==> config.mk <==
export PLATFORM = sky130hd
export DESIGN_NAME = handshake_fifo_break_dv
export DESIGN_NICKNAME = d
export VERILOG_FILES = /design/src/rtl/handshake_fifo_break_dv.sv
export SDC_FILE = /design/constraint.sdc
export NUM_CORES = 1
export LEC_CHECK = 0
export ABC_AREA = 1
export CAP_MARGIN = 20
export CELL_PAD_IN_SITES_DETAIL_PLACEMENT = 0
export CELL_PAD_IN_SITES_GLOBAL_PLACEMENT = 2
export CORE_MARGIN = 5
export CORE_UTILIZATION = 41
export CTS_CLUSTER_DIAMETER = 150
export CTS_CLUSTER_SIZE = 14
export DETAILED_ROUTE_END_ITERATION = 7
export GPL_TIMING_DRIVEN = 0
export HOLD_SLACK_MARGIN = 0.1
export PLACE_DENSITY_LB_ADDON = 0.1
export SLEW_MARGIN = 20
export SYNTH_ARGS = -nofsm -noshare
export SYNTH_HDL_FRONTEND = slang
export SYNTH_SLANG_ARGS = --single-unit
export TNS_END_PERCENT = 50
==> constraint.sdc <==
create_clock -name clk -period 4.98 [get_ports clk]
set_clock_uncertainty 0.1 [all_clocks]
set_input_delay 0.498 -clock clk [delete_from_list [all_inputs] [get_ports clk]]
set_output_delay 0.498 -clock clk [all_outputs]
set_load 0.005 [all_outputs]
==> src/rtl/handshake_fifo_break_dv.sv <==
// handshake_fifo_break_dv: circular-buffer FIFO whose valid/data outputs come only from registered state.
module handshake_fifo_break_dv #(
  parameter int DATA_WIDTH = 32,
  parameter int NUM_SLOTS = 4
) (
  input  logic                  clk,
  input  logic                  rst,
  input  logic [DATA_WIDTH-1:0] ins,
  input  logic                  ins_valid,
  output logic                  ins_ready,
  output logic [DATA_WIDTH-1:0] outs,
  output logic                  outs_valid,
  input  logic                  outs_ready
);
  localparam int PW = $clog2(NUM_SLOTS);
  localparam int CW = $clog2(NUM_SLOTS + 1);
  localparam logic [PW-1:0] LAST = PW'(NUM_SLOTS - 1);
  localparam logic [CW-1:0] FULL = CW'(NUM_SLOTS);
  logic [DATA_WIDTH-1:0] mem [NUM_SLOTS];
  logic [PW-1:0] head, tail;
  logic [CW-1:0] count;
  logic push, pop;
  assign ins_ready  = count != FULL;
  assign outs_valid = count != '0;
  assign outs       = mem[head];
  assign push       = ins_valid && ins_ready;
  assign pop        = outs_valid && outs_ready;
  always_ff @(posedge clk) begin
    if (rst) begin
      head  <= '0;
      tail  <= '0;
      count <= '0;
    end else begin
      head  <= pop ? (head == LAST ? '0 : head + 1'b1) : head;
      tail  <= push ? (tail == LAST ? '0 : tail + 1'b1) : tail;
      count <= count + CW'(push) - CW'(pop);
    end
  end
  // storage needs no reset: count alone decides which slots are live
  always_ff @(posedge clk) begin
    if (push) mem[tail] <= ins;
  end
endmodule

== Yosys cells after proc, flatten, opt, wreduce, memory -nomap -nowiden ==
Memory sizes are Yosys's and may differ from the RTL's. A register that Yosys moved wholly into a read port is not among the register bits.
Cells that the tools add are included.

* Register bits: 7
* RAM bits: 128
* Memories: 1

{| class="wikitable"
|+ Memories
! memory !! depth !! width !! read ports !! clocked after Yosys merged registers in !! wr ports !! RTL line !! text
|-
| mem || 4 || 32 || 1 || 1 || 1 || 19 || <nowiki>logic [DATA_WIDTH-1:0] mem [NUM_SLOTS];</nowiki>
|}

* $add $sub $neg: 4
* Equal/unequal tests: 3
* Muxes and demuxes: 6
* Reduce and logical (&&, ||, !) cells: 3

{| class="wikitable"
|+ Operators with widths
! cell !! number
|-
| $mux 2 || 4
|-
| $add 2x1->2 const B || 2
|-
| $eq 2x2->1 const B || 2
|-
| $add 3x1->3 || 1
|-
| $ne 3x3->1 const B || 1
|-
| $reduce_bool 3->1 || 1
|-
| $sub 3x1->3 || 1
|-
| $logic_and 1x1->1 || 2
|-
| $mux 1 || 2
|}

== Longest topological paths before layout ==
* Depth after elaboration: 4
* Gate-level depth with buffers: 12
* Gate-level depth less buffers: 12

== Least setup slack after synthesis ==
No wires, ideal clock.

* Path type: flip-flop to flip-flop
* Start: register count[1]
* End: memory mem[3][0] (enable)
* Library setup time: 0.421 ns
* Arrival time: 2.012 ns
* Data required time: 4.459 ns
* Path slack: 2.447 ns
* Stages on the path, launching flop included: 5
* Path buffers: 0
* Period minus slack after synthesis: 2.533 ns
* Path through: dfxtp_1 -> nor2_2 -> nand2_2 -> nand2_4 -> nor2_1

* Cells in the longest elaborated chain, start to end: 4

{| class="wikitable"
|+ Ends and longest elaborated chain
! element !! RTL line !! text
|-
| from (decl) || 21 || <nowiki>logic [CW-1:0] count;</nowiki>
|-
| from (signal assigned) || 36 || <nowiki>count <= count + CW'(push) - CW'(pop);</nowiki>
|-
| $ne 3x3->1 || 23 || <nowiki>assign ins_ready = count != FULL;</nowiki>
|-
| net ins_ready || 10 || <nowiki>output logic ins_ready,</nowiki>
|-
| $logic_and 1x1->1 || 26 || <nowiki>assign push = ins_valid && ins_ready;</nowiki>
|-
| $mux 1 || 41 || <nowiki>if (push) mem[tail] <= ins;</nowiki>
|-
| $mux 1 (not written as such) || 41 ||
|-
| to (decl) || 19 ||
|}

The timed path passes the listed nets, and every way through them passes these cells.

==> results by stage <==
Routing:
- The routed via count is roughly 3100.
- For this run, design rule violations remaining after detail routing come to 0.
- The final layout contains routed wiring with a total length of 11.0 mm.
- After the first detailed-routing iteration, the DRC count stood at 189.
- The number of vias per cell after detailed routing is 4.84.
- The average wire length per cell after detail routing is around 17 µm.
- Before antenna repair, the detailed router went through 4 iterations.
- The count of antenna-violating nets left after detailed routing is 0.

Cells and area:
- The library cell used most frequently in the layout, excluding fill and tap cells, is sky130_fd_sc_hd__edfxtp_1.
- The number of diodes is 0.
- The final net count is ~500.
- In the final layout, the share of cells above drive strength 1 is approximately 14%.
- The final cell area excluding filler cells is 6930 µm².
- The top cell types in the final layout, fill and taps aside, are sky130_fd_sc_hd__edfxtp_1 (128), sky130_fd_sc_hd__nor2_1 (76), sky130_fd_sc_hd__clkdlybuf4s50_1 (69).
- The area growth from synthesis to layout is 31.8%.

Pwr:
- The peak supply drop is approximately 0.28 mV.
- For this design the ratio of total power to cell area is ~570 nW/µm².
- For this design the static power due to leakage is about 2.4 nW.
- The total power after layout is 3.92 mW.

Clock tree:
- The clock slew seen by the registers of the worst setup and hold paths is approximately 0.060 ns.
- The H-tree was split into 4 levels.
- TritonCTS built the clock tree.
- At the later pin of the worst-skew pair, clock insertion delay measures 0.41 ns.
- The number of buffers between clock root and the deepest sink is 2.
- The total number of clock tree sinks is 137.
- The number of hold buffers added after cts is 0.
- The number of instances resized during post-cts repair is 0.
- The total clock buffers created by CTS is 17.
- Buffers added to address setup during post-CTS repair amount to 0.
- CTS placed an instance of sky130_fd_sc_hd__clkbuf_16 at the clock tree root.

Critical path:
- In this run the worst path has a maximum fanout of 10.
- The critical path endpoint category is an output pin.
- Walking the worst path, the cells encountered are clkbuf_1, o21ai_0, o22ai_1, clkdlybuf4s50_1.
- The delay of the slowest critical-path stage is 0.55 ns.
- Across all register-to-register paths, the minimum setup slack is approximately 2.9 ns.
- The startpoint of the lowest-slack register-to-register path is count[1].
- The worst register-to-register path ends at count[2].
- The required time of the critical path is 4.38 ns.
- The kind of cell with the highest combined delay along the critical path is buffers and inverters.
- The worst setup path is launched from a flop.
- The slowest cell on the critical path is sky130_fd_sc_hd__clkdlybuf4s50_1.
- The critical path in this run is classified as flop to output pin.
- The cell depth of the worst flop-to-flop path is 12.
- The data arrival time of the worst path is between 2 and 2.5 ns.
- Counting both buffers and inverters, the worst setup path holds a total of 2.

Die:
- Row generation in the floorplan step produced 41 rows.
- The effective utilization at floorplan is a little over two fifths.
- After floorplanning, the core was sized to cover around 13000 µm².
- The die covers ~15000 µm².
- The floorplan step set the die height to roughly 120 µm.
- During I/O placement, the number of pins put on the boundary was 70.
- The die span in x is 123 µm.

Synth:
- After synthesis, flip-flops and latches occupy roughly three quarters of the total area.
- The top cell type's share of synthesized area is between 70% and 80%.
- The number of different library cells used by synthesis comes to 25.
- The cell taking the most area after synthesis is sky130_fd_sc_hd__edfxtp_1.
- By area the synthesized netlist is led by sky130_fd_sc_hd__edfxtp_1 (73%), sky130_fd_sc_hd__nor2_1 (5.7%), sky130_fd_sc_hd__o22ai_1 (3.8%), sky130_fd_sc_hd__dfxtp_1 (3.4%), sky130_fd_sc_hd__o21ai_0 (3.4%).
- Counting every instance in the synthesized netlist gives 372.
- The cell area after synthesis is 5260 µm².
- The average instance in the mapped netlist occupies about 14 µm².
- In this run, synthesis produced a sequential element count of roughly 140.
- The number of nets in the synthesized netlist is roughly 420.
- During synthesis, Yosys emitted a total of 0 warnings.

Timing:
- The final period utilization is 53.6%.
- Setup repair after global routing left no endpoint under its margin.
- The final count of hold timing violations is 0.
- The number of slew-limit violations in the final report was 0.
- The setup TNS after final layout is 0 ns.
- For the pin with the worst max-slew slack, the measured transition is about 0.63 ns.
- Setup violations remaining at the end of the flow were counted as 0.
- The maximum clock frequency is around 0.37 GHz.
- The final critical-path required period is ~2.7 ns.
- Hold is met by roughly 0.43 ns.
- In this run the tightest slew margin relative to its limit is ~58%.

Worst hold path:
- Counting instances, the worst hold path has a depth of 2.
- The worst hold path begins at head[1].
- The endpoint with the worst hold slack is head[1].
- The min-delay analysis places its worst path in the category flop to flop.

Flow run:
- The max-cap violation count is 0.

GRT:
- The total global routing overflow is 0.
- The initial antenna violation count is 0.
- The pin count of the biggest net entering global routing is 21.
- The global-route wire length before repair is 16.9 mm.
- The total global-route track usage is between 15 and 20%.
- The number of global-route vias before repair came to around 3300.

Status:
- The run finished with clean final reports.

Placed design:
- Detailed placement finished with a half-perimeter wire length of 7.02 mm.
- The area after detailed placement is approximately 6300 µm².
- During placement, the flow inserted port buffers numbering 69.
- The weighted congestion reported at the end of routability-driven placement is about 0.75.
==> power by group <==
part	switching, mW	total (mW)	internal (mW)
Sequential	0.0458	1.46	1.41
Clock	0.458	1.30	0.838
Combinational	0.594	1.16	0.568
==> flip-flops by register name (all words and copies together), names as in the netlist, named ones only <==
signal	flops
head	2
tail	2
mem	128
count	3
==> cells in the mapped netlist <==
cell and number:
sky130_fd_sc_hd__nand2_4 1, sky130_fd_sc_hd__a21oi_1 1, sky130_fd_sc_hd__o22ai_1 32, sky130_fd_sc_hd__xnor2_1 1, sky130_fd_sc_hd__a21boi_2 1, sky130_fd_sc_hd__nand2_1 8
sky130_fd_sc_hd__clkbuf_1 1, sky130_fd_sc_hd__buf_2 9, sky130_fd_sc_hd__nand3b_1 2, sky130_fd_sc_hd__buf_4 2, sky130_fd_sc_hd__ha_1 7, sky130_fd_sc_hd__o21ai_0 36
sky130_fd_sc_hd__edfxtp_1 128, sky130_fd_sc_hd__inv_2 1, sky130_fd_sc_hd__or2_2 1, sky130_fd_sc_hd__inv_1 12, sky130_fd_sc_hd__nor2_2 1, sky130_fd_sc_hd__o21ai_1 28
sky130_fd_sc_hd__buf_6 7, sky130_fd_sc_hd__dfxtp_1 9, sky130_fd_sc_hd__nand3_1 1, sky130_fd_sc_hd__nand2_2 1, sky130_fd_sc_hd__inv_6 1, sky130_fd_sc_hd__nor2_1 80
sky130_fd_sc_hd__fa_1 1
==> worst min-delay path: cells and delay by family (launching register included) <==
kind / cells / cell delay [ns]
flip-flops: 1 / 0.31
AND/OR/NAND/NOR: 2 / 0.17
==> worst max path at each step <==
stage               from    endpoint  slack [ns]  cells after the start
4_1_cts             flop     outs[4]        2.26                      4
3_5_place_dp   ins_valid    count[2]        2.45                     11
5_1_grt             flop    outs[25]        2.15                      4
3_3_place_gp   ins_valid  mem[0][10]        0.69                      3
6_report            flop     outs[4]        2.31                      4
2_1_floorplan   count[1]   mem[3][0]        2.45                      4
==> layer usage <==
metal / track usage (%) / routed length (µm)
met3: 5.03 / 450
met1: 18.1 / 4680
met2: 26.1 / 5640
met4: 6.30 / 182
met5: 0 / 0
==> metrics by stage <==
step / utilization [%] / cells / setup slack (ns)
finish: 54.9 / 649 / 2.31
global placement: 48.8 / 613 / 0.692
CTS: 54.9 / 649 / 2.26
floorplan: - / 372 / 2.45
detailed placement: 50.0 / 617 / 2.45
global route: 54.9 / 649 / 2.15
==> logic make-up (layout without fill, tap and decap cells) <==
family	Yosys count	in the layout	share of synthesized area, %
buffers and inverters	33	138	3.81
AND/OR/NAND/NOR	95	95	7.23
adder cells (fa/ha/maj)	8	8	2.05
flip-flops	137	137	76.5
XOR/XNOR	1	1	0.167
AO/OA/AOI/OAI	98	98	10.2
==> cell type report <==
type / count / area, µm²
fill: 1080 / 5690
sequential: 137 / 4020
clock inverter: 15 / 201
multi-input combinational: 202 / 1060
buffer: 19 / 143
tap: 172 / 215
clock buffer: 17 / 425
timing repair buffer: 73 / 801
inverter: 14 / 57.6
No activity file was read; power rests on OpenSTA's default activity.
